### src/rtl/generator_sequencer.sv
// Control front-end for the 2-3-9 Q8.8 GAN generator: shadow/active weight store,
// noise-in and pixel-out valid/ready streams, and a timeout guard on the generator.
module generator_sequencer #(
    parameter int DW      = 16,
    parameter int N_L1    = 9,
    parameter int N_L2    = 36,
    parameter int TIMEOUT = 16
) (
    input  logic                 clk,
    input  logic                 rst,
    input  logic                 cfg_we,
    input  logic [5:0]           cfg_addr,
    input  logic [DW-1:0]        cfg_data,
    input  logic                 cfg_commit,
    output logic                 cfg_pending,
    input  logic                 s_valid,
    output logic                 s_ready,
    input  logic [DW-1:0]        s_z1,
    input  logic [DW-1:0]        s_z2,
    output logic                 gen_valid_in,
    output logic [DW-1:0]        gen_z1,
    output logic [DW-1:0]        gen_z2,
    output logic [N_L1*DW-1:0]   flat_weights_L1,
    output logic [N_L2*DW-1:0]   flat_weights_L2,
    input  logic                 gen_valid_out,
    input  logic [9*DW-1:0]      gen_pix_flat,
    output logic                 m_valid,
    input  logic                 m_ready,
    output logic [9*DW-1:0]      m_pix_flat,
    output logic                 err_timeout,
    output logic [15:0]          sample_cnt
);

    localparam int         N_W        = N_L1 + N_L2;
    localparam logic [5:0] ADDR_LIMIT = 6'(N_W);

    typedef enum logic [1:0] {IDLE, ISSUE, WAIT, HOLD} state_t;

    state_t        state;
    logic [DW-1:0] shadow [N_W];
    logic [DW-1:0] active [N_W];
    logic [7:0]    timer;

    always_ff @(posedge clk) begin
        if (rst) begin
            for (int k = 0; k < N_W; k++) shadow[k] <= '0;
        end else if (cfg_we && (cfg_addr < ADDR_LIMIT)) begin
            shadow[cfg_addr] <= cfg_data;
        end
    end

    for (genvar k = 0; k < N_L1; k++) begin : g_l1
        assign flat_weights_L1[DW*k +: DW] = active[k];
    end
    for (genvar k = 0; k < N_L2; k++) begin : g_l2
        assign flat_weights_L2[DW*k +: DW] = active[N_L1+k];
    end

    // s_ready is precomputed one edge early: it is high exactly in IDLE cycles with no commit pending.
    always_ff @(posedge clk) begin
        if (rst) begin
            state        <= IDLE;
            s_ready      <= 1'b0;
            gen_valid_in <= 1'b0;
            m_valid      <= 1'b0;
            err_timeout  <= 1'b0;
            cfg_pending  <= 1'b0;
            gen_z1       <= '0;
            gen_z2       <= '0;
            m_pix_flat   <= '0;
            sample_cnt   <= '0;
            timer        <= '0;
            for (int k = 0; k < N_W; k++) active[k] <= '0;
        end else begin
            gen_valid_in <= 1'b0;
            err_timeout  <= 1'b0;
            if (cfg_commit) cfg_pending <= 1'b1;
            case (state)
                IDLE: begin
                    if (cfg_pending) begin
                        for (int k = 0; k < N_W; k++) active[k] <= shadow[k];
                        cfg_pending <= 1'b0;
                        s_ready     <= 1'b1;
                    end else if (s_valid && s_ready) begin
                        gen_z1       <= s_z1;
                        gen_z2       <= s_z2;
                        s_ready      <= 1'b0;
                        gen_valid_in <= 1'b1;
                        state        <= ISSUE;
                    end else begin
                        s_ready <= !cfg_commit;
                    end
                end
                ISSUE: begin
                    timer <= 8'(TIMEOUT);
                    state <= WAIT;
                end
                WAIT: begin
                    if (gen_valid_out) begin
                        m_pix_flat <= gen_pix_flat;
                        m_valid    <= 1'b1;
                        state      <= HOLD;
                    end else if (timer == 8'd1) begin
                        err_timeout <= 1'b1;
                        s_ready     <= !(cfg_pending || cfg_commit);
                        state       <= IDLE;
                    end else begin
                        timer <= timer - 8'd1;
                    end
                end
                HOLD: begin
                    if (m_ready) begin
                        m_valid    <= 1'b0;
                        sample_cnt <= sample_cnt + 16'd1;
                        s_ready    <= !(cfg_pending || cfg_commit);
                        state      <= IDLE;
                    end
                end
                default: state <= IDLE;
            endcase
        end
    end

endmodule

### config.mk
export PLATFORM = sky130hd
export DESIGN_NAME = generator_sequencer
export DESIGN_NICKNAME = d
export VERILOG_FILES = /design/src/rtl/generator_sequencer.sv
export SDC_FILE = /design/constraint.sdc
export NUM_CORES = 2
export LEC_CHECK = 0
export BUFFER_PORTS_ARGS = -buffer_cell sky130_fd_sc_hd__buf_2
export CAP_MARGIN = 10
export CORE_AREA = 2 2 439 441
export CTS_BUF_LIST = sky130_fd_sc_hd__clkbuf_8
export DETAILED_ROUTE_END_ITERATION = 16
export DIE_AREA = 0 0 441 443
export GPL_ROUTABILITY_DRIVEN = 0
export GPL_TIMING_DRIVEN = 0
export PLACE_DENSITY = 0.61
export SLEW_MARGIN = 0
export SYNTH_ARGS = -nofsm -noshare
export SYNTH_HDL_FRONTEND = slang
export SYNTH_SLANG_ARGS = --single-unit
### constraint.sdc
create_clock -name clk -period 24.5 [get_ports clk]
set_input_delay 0 -clock clk [delete_from_list [all_inputs] [get_ports clk]]
set_output_delay 0 -clock clk [all_outputs]
set_load 0.005 [all_outputs]
== After elaboration in Yosys (flattened, before gate mapping) ==
Memories as Yosys holds them, arrays and structs flattened.
Cells that the tools add are included.

* $add $sub $neg: 2
* $lt $le $gt $ge: 1
* Eq/ne operators: 12
* Multiplexer cells: 80
* Bitwise gates (word level): 48
* Reductions and logical operators: 19

{| class="wikitable"
|+ Operators with widths
! kind !! count
|-
| $mux W16 || 46
|-
| $or A1 B1 Y1 || 45
|-
| $mux W1 || 22
|-
| $add A16 B1 Y16 const B || 1
|-
| $mux W8 || 2
|-
| $pmux W8 S2 || 1
|-
| $reduce_or A16 Y1 || 1
|-
| $ne A2 B2 Y1 const B || 7
|-
| $mux W2 || 5
|-
| $reduce_and A3 Y1 || 3
|-
| $eq A8 B1 Y1 const B || 1
|-
| $pmux W2 S4 || 1
|-
| $reduce_and A4 Y1 || 2
|-
| $sub A8 B1 Y8 const B || 1
|-
| $lt A6 B6 Y1 const B || 1
|-
| $mux W6 || 1
|-
| $reduce_or A3 Y1 || 2
|-
| $eq A2 B2 Y1 const B || 2
|-
| $reduce_and A2 Y1 || 2
|-
| $reduce_bool A2 Y1 || 2
|-
| $ne A3 B3 Y1 const B || 1
|-
| $not A1 Y1 || 3
|-
| $pmux W1 S3 || 1
|-
| $reduce_bool A3 Y1 || 1
|-
| other kinds (6) || 8
|}

* Flip-flop bits (word level): 207
* Memory bits (writable): 1440
* Output and inout port bits: 917
* Memories: 2

{| class="wikitable"
|+ Memories
! memory !! depth !! bits a word !! rd ports !! clocked after Yosys merged registers in !! wr ports !! RTL line !! RTL
|-
| active || 45 || 16 || 45 || 0 || 45 || 41 || <nowiki>logic [DW-1:0] active [N_W];</nowiki>
|-
| shadow || 45 || 16 || 45 || 0 || 45 || 40 || <nowiki>logic [DW-1:0] shadow [N_W];</nowiki>
|}

== Logic depth before layout (Yosys ltp) ==
* Word-level depth: 7
* Gate-level depth with buffers: 8

== Worst setup path after synthesis ==
OpenSTA, ideal clock, no wires.

* Kind: input to register
* Start point: in rst
* End point: mem active[0][0], enable pin
* Arrival: 17.397 ns
* Required time: 23.278 ns
* Path slack: 5.882 ns
* Stages: 2
* Cell sequence: clkbuf_1 nand2b_1

{| class="wikitable"
|+ RTL lines
! element !! RTL line !! RTL
|-
| start, declared || 10 || <nowiki>input logic rst,</nowiki>
|-
| end, declared || 41 ||
|}

== Worst setup path in the final report ==
* Start point: reg state[1]
* End point: reg m_pix_flat[62]

* Longest elaborated chain between the ends: 2

{| class="wikitable"
|+ Ends and longest elaborated chain
! element !! RTL line !! RTL
|-
| start, declared || 39 || <nowiki>state_t state;</nowiki>
|-
| start signal, assigned || 62 || <nowiki>state <= IDLE;</nowiki>
|-
| start signal, assigned || 89 || <nowiki>state <= ISSUE;</nowiki>
|-
| start signal, assigned || 96 || <nowiki>state <= WAIT;</nowiki>
|-
| $eq A2 B2 Y1 || 78 || <nowiki>case (state)</nowiki>
|-
| $reduce_and A2 Y1 (no line) || - ||
|-
| end signal, assigned || 100 || <nowiki>m_pix_flat <= gen_pix_flat;</nowiki>
|-
| end, declared || 29 || <nowiki>output logic [9*DW-1:0] m_pix_flat,</nowiki>
|}

No other way between the ends.
A chain may end at the register's enable or synchronous reset.

==> flow_summary.toml <==
[routing]
drt-initial-drc-count = 3216
drtPass1Iterations = 5
post_drt_via_cell_ratio = 4.62
drt-total-wl_mm = 223
drcViolationCount = 0
ant_nets = 0
vias = 41100
drt-wirelength-per-cell_um = 25.0

[grt]
grt_pass1_vias = 42000
grt_pass1_wl_mm = 303
antenna_found_initial = 36
grt.total_usage = 0.222
grt_max_degree = 74
grt-ovfl-total = 0

[sta]
fin_hold_ws_ns = 0.0847
maxSlewHeadroom = 0.131
setup_viol = 0
clock_skew_ns = 0.0585
hold_viol = 0
post-route-period-util = 0.131
layout_min_cycle_time_ns = 3.20
setup_slack_ns = 21.30
slew_violations = 0
worstMarginPinSlew_ns = 1.30
max_freq_mhz = 313
rsz0062_at_grt = "false"

[synth]
synth.cell_area_mm2 = 0.0613
synth-simple-area-share = 0.187
synth_nets = 4330
ys.flop_type = "edfxtp_1"
yosysWarnings = 0
avgSynthCellArea_um2 = 14.9
synthArstFlopShare = 0
ys_seq_area_frac = 0.774
synth_cell_types = 48
synthAdderAreaFrac = 0.000613
yosys.area_share.xor_xnor = 0.00143
synth_edf_count = 1440
synth_cells = 4122
synth_compound_area_frac = 0.0181
synth_seq_cells = 1647
synth_top_family_by_area = "simple AND/OR/NAND/NOR gates"
synth_mux_area_frac = 0.000715

[setup_path]
timing.rr.end = "m_pix_flat[62]"
worstPathRequired_ns = 25.42
critPathLaunch = "state[1]"
r2r_start = "state[1]"
path_max_fanout = 10
endpoint = "m_pix_flat[62]"
r2r_setup_slack_ns = 21.30
worstSetupEndpointType = "register"
critPathArrivalTime_ns = 4.12
critPathLaunchType = "register"
r2r_cells = 9
crit_type = "reg2reg"

[die]
core_mm2 = 0.191
io_pins = 1122
initial_core_util = 0.320
die_w_um = 441
fp.dieH_um = 443
rows = 161
die-area_mm2 = 0.195

[power]
vdd_drop_max_uv = 39.7
power_mw = 6.20
p_per_area_mw_per_mm2 = 75.6
p_leak_nw = 32.6

[hold_path]
hold_path_startpoint = "cfg_we"
hold_path.class = "in2reg"
min_delay_path_depth = 5

[cts]
clk_pin_slew_worst_paths_ns = 0.06
cts_resized = 0
numCtsBuffers = 292
hold_buffers = 629
cts_tree = "done"
root_buffer = "clkbuf_8"
clockBufferDepth = 4
cts_max_level = 5
cts_setup_buffers = 0
insertion_delay_ns = 1.01
clock_sinks = 1647

[place]
hpwl_mm = 149
place_inst = 7785
post-place-ws_ns = 21.40
port_buffers = 1121

[status]
status = "completed"

[cells_and_area]
fin_cells = 8911
areaGrowthSynthToFinish_pct = 33.9
drive_gt1_frac = 0.262
finish.utilization = 0.429
fill_cells = 17000
nets = 6391

[job]
cap_violations = 0
worst max-delay path, stage by stage, from the launching register on:
cell and delay (ns):
dfxtp_1 0.37, buf_2 0.22, nor2b_1 0.19, and2_1 0.15, buf_2 0.30, buf_2 0.41
nand2_1 0.14, dlygate4sd3_1 0.60, a21oi_1 0.16, dlygate4sd3_1 0.57
cell usage after synthesis, drive strengths merged, types with 3 or more instances:
library cell | n | area, um2
edfxtp | 1440 | 43200
and2 | 1266 | 7920
nand2 | 371 | 1400
dfxtp | 207 | 4140
clkbuf | 198 | 771
a21oi | 191 | 956
nor2b | 179 | 1120
nor2 | 71 | 382
buf | 64 | 320
or2 | 45 | 282
nand3 | 7 | 47.6
or3 | 7 | 43.8
inv | 6 | 22.5
o21ai | 6 | 30.0
nand2b | 5 | 31.3
o31ai | 5 | 37.5
or4 | 5 | 37.5
xnor2 | 5 | 43.8
xor2 | 5 | 43.8
a211oi | 4 | 42.5
nand3b | 4 | 42.5
or3b | 4 | 35.0
and4 | 3 | 26.3
ha | 3 | 37.5
mux2 | 3 | 33.8
nand4 | 3 | 18.8
nor4 | 3 | 40.0
logic make-up (layout without fill, tap and decap cells):
kind of cell	after synthesis	count (layout)
xor+xnor	10	10
mux	4	4
compound gates	210	210
buf+inv	268	2516
flops	1647	1647
simple gates	1980	1980
other cells	0	15
fa+ha+maj	3	3
area by class of cell:
cell class,instances,area [um2],share of cell area
Multi-Input combinational cell,2207,12800,0.156
Timing Repair Buffer,1767,12300,0.150
Clock buffer,306,4210,0.0514
Antenna cell,15,37.5,0.000458
Tap cell,2526,3160,0.0385
Clock inverter,175,982,0.0120
Buffer,262,1100,0.0134
Inverter,6,22.5,0.000275
Sequential cell,1647,47400,0.578
per-stage QoR:
step	instance area, um2	TNS, ns
final	82000	0
after global routing	82000	0
after CTS	82000	0
after detailed placement	70500	0
after global placement	70000	-1849.07
after floorplan	61300	0
layer usage:
layer | up-vias | global-route usage | share of wire
met5 | - | 0 | 0
met4 | 0 | 0.141 | 0.070
li1 | 18300 | - | -
met1 | 20200 | 0.233 | 0.34
met3 | 622 | 0.0484 | 0.069
met2 | 2064 | 0.398 | 0.52
worst min path at each step:
stage                            endpoint  slack (ns)
after floorplan               cfg_pending        0.12
after global placement    m_pix_flat[111]        0.24
after detailed placement   m_pix_flat[46]        0.25
after CTS                   shadow[25][1]        0.02
after global routing        shadow[25][4]        0.07
final                       shadow[3][15]        0.08
sequential cells by signal, indices dropped and copies added (netlist names):
signal,flops
cfg_pending,1
shadow,720
timer,8
state,2
s_ready,1
m_pix_flat,144
gen_z2,16
gen_valid_in,1
m_valid,1
active,720
gen_z1,16
err_timeout,1
sample_cnt,16
power by group:
group          total, mW  switching, mW  internal (mW)
Combinational      0.496          0.302          0.194
Sequential          3.34         0.0823           3.25
Clock               2.37           1.12           1.25
cell usage in the layout (no fill, tap or decap), types with 14 or more instances in the layout:
cell,n
buf_16,14
inv_1,96
dfxtp_1,207
clkinv_1,41
clkbuf_8,306
nor2_2,25
and2_1,1266
nand2_1,369
clkbuf_1,172
dlygate4sd3_1,629
clkinv_2,26
nor2b_1,179
nor2_1,39
or2_2,45
clkbuf_2,26
edfxtp_1,1440
buf_2,1179
a21oi_1,191
diode_2,15
(Power assumes the default switching activity.)
